[src/rtl/key_pkg.sv]
// key_pkg: types and constants shared by the key conditioning blocks.
//   key_state_t            - debounce FSM state (2-bit)
//   KEY_STABLE_50MHZ_20MS  - stability window for 20 ms at CLOCK_50
package key_pkg;

  typedef enum logic [1:0] {
    IDLE         = 2'd0,
    WAIT_PRESS   = 2'd1,
    PRESSED      = 2'd2,
    WAIT_RELEASE = 2'd3
  } key_state_t;

  localparam int KEY_STABLE_50MHZ_20MS = 1_000_000;

endpackage

[src/rtl/key_sync.sv]
// key_sync: 2-flop synchroniser for one asynchronous level (KEY or SW).
//   RST_VAL  - value both flops take during reset (the input's idle level)
//   clk, rst - clock, async active-high reset
//   d        - raw asynchronous input
//   q        - synchronised level, 2 cycles behind d
module key_sync #(
  parameter logic RST_VAL = 1'b0
) (
  input  logic clk,
  input  logic rst,
  input  logic d,
  output logic q
);

  logic [1:0] stg;

  always_ff @(posedge clk or posedge rst) begin
    if (rst) stg <= {2{RST_VAL}};
    else     stg <= {stg[0], d};
  end

  assign q = stg[1];

endmodule

[src/rtl/key_debounce_pulse.sv]
// key_debounce_pulse: synchronise, debounce and edge-detect one pushbutton.
//   STABLE_CYCLES - synchronised cycles a new level must persist (>= 2)
//   ACTIVE_LOW    - 1: raw input low when pressed, 0: high when pressed
//   clk, rst      - board clock, async active-high reset
//   key_in        - raw bouncing input
//   key_level     - debounced level, 1 = pressed
//   key_press     - 1-cycle pulse on accepted press
//   key_release   - 1-cycle pulse on accepted release
module key_debounce_pulse
  import key_pkg::*;
#(
  parameter int STABLE_CYCLES = KEY_STABLE_50MHZ_20MS,
  parameter bit ACTIVE_LOW    = 1'b1
) (
  input  logic clk,
  input  logic rst,
  input  logic key_in,
  output logic key_level,
  output logic key_press,
  output logic key_release
);

  localparam int              CNT_W    = $clog2(STABLE_CYCLES);
  localparam logic [CNT_W-1:0] CNT_LAST = CNT_W'(STABLE_CYCLES - 1);

  logic             key_s;
  logic             p;
  key_state_t       state, state_nx;
  logic [CNT_W-1:0] cnt, cnt_nx;
  logic             press_nx, release_nx;

  // Resetting to the released raw level means a button held through reset
  // is seen as a fresh press once reset lifts.
  key_sync #(.RST_VAL(ACTIVE_LOW)) u_sync (
    .clk (clk),
    .rst (rst),
    .d   (key_in),
    .q   (key_s)
  );

  assign p = key_s ^ ACTIVE_LOW;

  always_comb begin
    state_nx   = state;
    cnt_nx     = cnt;
    press_nx   = 1'b0;
    release_nx = 1'b0;
    unique case (state)
      IDLE: if (p) begin
        state_nx = WAIT_PRESS;
        cnt_nx   = '0;
      end
      WAIT_PRESS: begin
        if (!p) begin
          state_nx = IDLE;
          cnt_nx   = '0;
        end else if (cnt == CNT_LAST) begin
          state_nx = PRESSED;
          cnt_nx   = '0;
          press_nx = 1'b1;
        end else begin
          cnt_nx = cnt + 1'b1;
        end
      end
      PRESSED: if (!p) begin
        state_nx = WAIT_RELEASE;
        cnt_nx   = '0;
      end
      WAIT_RELEASE: begin
        if (p) begin
          state_nx = PRESSED;
          cnt_nx   = '0;
        end else if (cnt == CNT_LAST) begin
          state_nx   = IDLE;
          cnt_nx     = '0;
          release_nx = 1'b1;
        end else begin
          cnt_nx = cnt + 1'b1;
        end
      end
      default: begin
        state_nx = IDLE;
        cnt_nx   = '0;
      end
    endcase
  end

  // Level and pulses are registered off the next state so they change on the
  // same edge as the accepting transition.
  always_ff @(posedge clk or posedge rst) begin
    if (rst) begin
      state       <= IDLE;
      cnt         <= '0;
      key_level   <= 1'b0;
      key_press   <= 1'b0;
      key_release <= 1'b0;
    end else begin
      state       <= state_nx;
      cnt         <= cnt_nx;
      key_level   <= (state_nx == PRESSED) || (state_nx == WAIT_RELEASE);
      key_press   <= press_nx;
      key_release <= release_nx;
    end
  end

endmodule

[config.mk]
export PLATFORM = sky130hd
export DESIGN_NAME = key_debounce_pulse
export DESIGN_NICKNAME = d
export VERILOG_FILES = /design/src/rtl/key_pkg.sv /design/src/rtl/key_sync.sv /design/src/rtl/key_debounce_pulse.sv
export SDC_FILE = /design/constraint.sdc
export NUM_CORES = 1
export LEC_CHECK = 0
export CAP_MARGIN = 15
export CORE_UTILIZATION = 52
export DETAILED_ROUTE_END_ITERATION = 6
export DONT_BUFFER_PORTS = 1
export GPL_ROUTABILITY_DRIVEN = 0
export PLACE_DENSITY = 0.7
export SETUP_SLACK_MARGIN = 0.15
export SLEW_MARGIN = 30
export SYNTH_ARGS = -nofsm -noshare
export SYNTH_HDL_FRONTEND = slang
export SYNTH_SLANG_ARGS = --single-unit
[constraint.sdc]
create_clock -name clk -period 1.62 [get_ports clk]
set_input_delay 0.324 -clock clk [delete_from_list [all_inputs] [get_ports clk]]
set_output_delay 0.324 -clock clk [all_outputs]
set_load 0.02 [all_outputs]
==> flow_summary.toml, run 1 <==
[status]
run_status = "complete, but fails checks"
violations = "negative setup slack"

[pwr]
power_switching_mw = 0.300
pwr-share-comb_pct = 12.9
internal_power_mw = 0.859
powerDensity_nw_per_um2 = 600
power_frac_seq_pct = 61.2
sw_frac_of_total_pct = 25.9
p_clk_share_pct = 25.8
leakage_nw = 0.887
irDropWorstVdd_mv = 0.646
power_mw = 1.16

[place]
dpl.cell_count = 202
dp_hpwl_um = 2280
placed_area_sq_um = 1720
pre_cts_ws_ps = -149
numPortBuffers = 0

[synthesis]
netlist.area_leader.share_pct = 45.4
syn_inst = 144
synth_nets = 148
syn-cell-area_sq_um = 1380
synth_cell_types = 33
synth_area_leader_cell = "dfrtp_1"
syn_area_per_cell_sq_um = 9.58
yosysSeqAreaShare_pct = 49.2
synth_seq_cells = 27
ys_warn_count = 0
synthTopCellsByArea = "dfrtp_1, a31oi_1, a21oi_1"

[timing]
slew_viol_final = 0
slew_headroom_pct = 77.3
min_period_ps = 1760
rsz0062_at_grt = "true"
tightest_slew_ps = 340
setup_viol = 13
setup_slack_ps = -140
max_freq_ghz = 0.568
period_share_pct = 109
fin_setup_tns_ps = -730
hold_violations = 0
fin_skew_ps = 2.65
hold_slack_ps = 367

[grt]
overflow = 0
antenna_found_initial = 0
gr-usage-all-layers_pct = 26.6
grt_pass1_vias = 1162
grt_max_degree = 28
grt_pass1_wl_um = 5320

[die]
ios = 6
die_w_um = 53.5
start_util_pct = 55.2
die_area_sq_um = 2860
die_h_um = 53.5
core_area_sq_um = 2500
rows = 18

[layout]
final_cell_mix = "buf_4, dfrtp_1, nand3_1, nand2_1, nor2_1"
mostFrequentLayoutCell = "buf_4"
final_cell_count_no_fill = 217
nFillCells = 165
layout.nets = 192
final_area_sq_um = 1930
syn2layout_area_growth_pct = 40.1
final_util_pct = 77.3
diodes = 0
final_layout_size_suffix_gt1_share_pct = 40.1

[clock_tree]
clk_pin_slew_ps = 140
cts_buffers = 3
h-tree-depth = 1
insertion_delay_ps = 330
cts_sinks = 27
cts_tree = "done"
cts_root_buf = "clkbuf_4"
cts_buffer_depth = 2

[setup_path]
path_max_fanout = 4
slowest_delay_ps = 490
path_delay_family = "simple AND/OR/NAND/NOR gates"
worst_ep_required_time_ps = 1890
crit_buf_inv = 1
cp_slowest_cell = "or4b_1"
worstSetupPathType = "flop to flop"
start_kind = "flop"
crit_chain = "nand3_4, buf_12, nor4_4, nand4_1, or4b_1, o21ai_1"
cp.arrival_ps = 2030
end_kind = "flop"

[job]
drv_cap = 0

[route]
antenna_left = 0
post_drt_wl_per_cell_um = 16.1
via_count = 1297
first_pass_iters = 4
viasPerCell = 5.98
wirelength_um = 3490
drc = 0
drt_iter0_markers = 61

[hold_path]
hp-class = "flop to flop"
[flip-flops by register name, indices dropped and copies added, names as in the netlist]
name	flops
cnt	20
key_level	1
state	2
key_press	1
u_sync.stg	2
key_release	1
[layer usage]
| layer | GRT usage [%] | up-vias | share of wire, % | wire length (um) |
|---|---|---|---|---|
| met3 | 2.59 | 7 | 5.8 | 203 |
| li1 | - | 617 | - | - |
| met1 | 36.8 | 630 | 45 | 1560 |
| met2 | 43.5 | 43 | 48 | 1670 |
| met4 | 7.89 | 0 | 1.7 | 59 |
| met5 | 0 | - | 0 | 0 |
[cells by family after synthesis]
| logic type | share of synthesized area, % |
|---|---|
| xor+xnor | 1.91 |
| simple gates | 24.0 |
| fa+ha+maj | 0.907 |
| buf+inv | 3.54 |
| flops | 49.2 |
| mux | 4.45 |
| compound gates | 16.0 |
[repair_timing]
action,in CTS,in global routing
buffers inserted,6,3
hold buffers,2,0
resized for setup,13,12
pin swaps,6,5
hold endpoints to repair,26,0
endpoints found under the setup margin,25,25
[cell type report]
type                            instances  area, sq um  area share [%]
Tap cell                               30         37.5            1.94
Timing Repair Buffer                   47          409            21.2
Clock buffer                            3         22.5            1.17
Multi-Input combinational cell        105          762            39.4
Sequential cell                        27          678            35.1
Clock inverter                          1         7.51           0.389
Inverter                                4         15.0           0.777
[final timing paths]
check,startpoint,cells after the start,to,slack (ps)
max,cnt[2],6,cnt[17],-140
min,u_sync.stg[0],0,u_sync.stg[1],370
max reg2reg,cnt[2],6,cnt[17],-140
min reg2reg,u_sync.stg[0],0,u_sync.stg[1],370
max in group asynchronous,rst,3,u_sync.stg[1],860
min in group asynchronous,rst,3,state[0],470
[cells in the mapped netlist (all sizes together)]
cell / n
dfrtp: 25
nand2: 13
nand3: 13
a21oi: 12
a31oi: 10
nor2: 10
nand4: 6
o21ai: 6
a22o: 5
mux2i: 5
buf: 4
clkbuf: 4
inv: 4
nor3: 3
nor4: 3
xnor2: 3
a21o: 2
and2: 2
dfstp: 2
nand2b: 2
a41oi: 1
and3: 1
and4: 1
and4b: 1
ha: 1
mux2: 1
nand3b: 1
or2: 1
or4: 1
or4b: 1
[power by group through the flow]
stage | combinational, mW | sequential [mW] | clock (mW)
floorplan | 0.0696 | 0.724 | 0
global placement | 0.123 | 0.720 | 0
detailed placement | 0.127 | 0.720 | 0
CTS | 0.144 | 0.709 | 0.310
global route | 0.166 | 0.712 | 0.328
finish | 0.150 | 0.709 | 0.299
(Power assumes the default switching activity.)
==> run 2: changes to the inputs <==
- PLACE_DENSITY: 0.7 -> 0.8
==> flow_summary.toml, run 2 (synthesized netlist as in run 1, its figures left out) <==
[status]
violations = "negative setup slack"
run_status = "complete, but fails checks"

[grt]
antenna_found_initial = 0
grt_pass1_vias = 1211
grt_pass1_wl_um = 5230
gr-usage-all-layers_pct = 25.9
overflow = 0
grt_max_degree = 28

[pwr]
irDropWorstVdd_mv = 0.952
powerDensity_nw_per_um2 = 622
sw_frac_of_total_pct = 26.2
internal_power_mw = 0.856
p_clk_share_pct = 25.6
power_mw = 1.16
leakage_nw = 0.852
power_frac_seq_pct = 61.0
pwr-share-comb_pct = 13.4
power_switching_mw = 0.304

[layout]
largest_reg_flops = 20
syn2layout_area_growth_pct = 35.3
top_register = "cnt"
mostFrequentLayoutCell = "buf_4"
layout.nets = 187
final_cell_mix = "buf_4, dfrtp_1, nand3_1, nand2_1, a31oi_1"
final_layout_size_suffix_gt1_share_pct = 40.1
final_util_pct = 74.6
reg.largest.list = "cnt (20), state (2), u_sync.stg (2)"
diodes = 0

[die]
die_area_sq_um = 2860
core_area_sq_um = 2500
ios = 6
die_h_um = 53.5
die_w_um = 53.5
rows = 18
start_util_pct = 55.2

[clock_tree]
cts_tree = "done"
cts_buffer_depth = 2
cts_sinks = 27
cts_buffers = 3
cts_root_buf = "clkbuf_4"
clk_pin_slew_ps = 150
insertion_delay_ps = 330
h-tree-depth = 1

[route]
post_drt_wl_per_cell_um = 16.3
viasPerCell = 6.26
antenna_left = 0
via_count = 1327
first_pass_iters = 7
drt_iter0_markers = 48
wirelength_um = 3450
drc = 0

[timing]
period_share_pct = 105
slew_headroom_pct = 77.4
tightest_slew_ps = 338
slew_viol_final = 0
setup_slack_ps = -80.4
setup_viol = 10
min_period_ps = 1700
rsz0062_at_grt = "true"
hold_violations = 0
fin_skew_ps = 3.89
max_freq_ghz = 0.588

[setup_path]
worstSetupPathType = "flop to flop"
cp_slowest_cell = "dfstp_2"
cp.arrival_ps = 1970
path_max_fanout = 7
start_kind = "flop"
crit_chain = "xnor2_2, nand2_2, a21oi_4, or4b_1, o21ai_1"
end_kind = "flop"
slowest_delay_ps = 590
worst_ep_required_time_ps = 1890

[place]
dp_hpwl_um = 2260
numPortBuffers = 0

[job]
drv_cap = 0

[hold_path]
hp-class = "flop to flop"
-- run 2: cell count changes in the layout (fill, tap and decap cells not counted), sizes merged --
cell      change
buf           -5
clkinvlp      -1
clkinv        +1
-- run 2: critical path, delay by kind of cell (launching register included) --
family	cells	cell delay [ps]
DFF	1	590
and+or+nand+nor	2	570
AOI/OAI and AO/OA	2	320
xor gates and xnor gates	1	160
-- run 2: cell type report --
type	count	area, sq um
multi-input combinational	105	774
sequential	27	679
fill	168	634
timing repair buffer	42	332
tap	30	37.5
clock buffer	3	22.5
inverter	4	15.0
clock inverter	1	5.00
-- run 2: what timing repair did --
action / CTS / global route
setup buffers: 4 / 3
hold endpoints to repair: 26 / 0
resized for setup: 17 / 6
hold buffers: 2 / 0
pin swaps: 14 / 6
endpoints found under the setup margin: 25 / 25
-- run 2: routing by layer --
layer  GRT usage [%]  vias to the layer above  share of wire, %
li1                -                      610                 -
met1            29.3                      638                41
met2            46.0                       59                51
met3            6.90                       20               4.8
met4            9.21                        0               3.5
met5               0                        -                 0
-- run 2: path summary, 6_finish.rpt --
path                       depth (start not counted)     startpoint  slack [ps]            end
setup / recovery                                   5  u_sync.stg[1]         -80        cnt[17]
hold / removal                                     0  u_sync.stg[0]         370  u_sync.stg[1]
setup reg to reg                                   5  u_sync.stg[1]         -80        cnt[17]
hold reg to reg                                    0  u_sync.stg[0]         370  u_sync.stg[1]
max in group asynchronous                          3            rst         840  u_sync.stg[1]
min in group asynchronous                          3            rst         470      key_press
-- run 2: power groups by stage --
stage / Combinational, mW / Sequential, mW / Clock (mW)
floorplan: 0.0696 / 0.724 / 0
global placement: 0.116 / 0.719 / 0
detailed placement: 0.122 / 0.721 / 0
CTS: 0.146 / 0.707 / 0.295
global route: 0.170 / 0.708 / 0.317
finish: 0.156 / 0.708 / 0.297
-- run 2: per-stage QoR --
step	hold WS (ps)	worst slack, ps	cell area, sq um	instances	TNS (ps)
CTS	371	-54.9	1820	209	-313
global route	377	-137	1870	212	-1550
detailed placement	290	-169	1670	199	-1960
finish	369	-80.4	1870	212	-317
floorplan	328	-86.5	1450	144	-225
global placement	285	-63.0	1670	199	-242
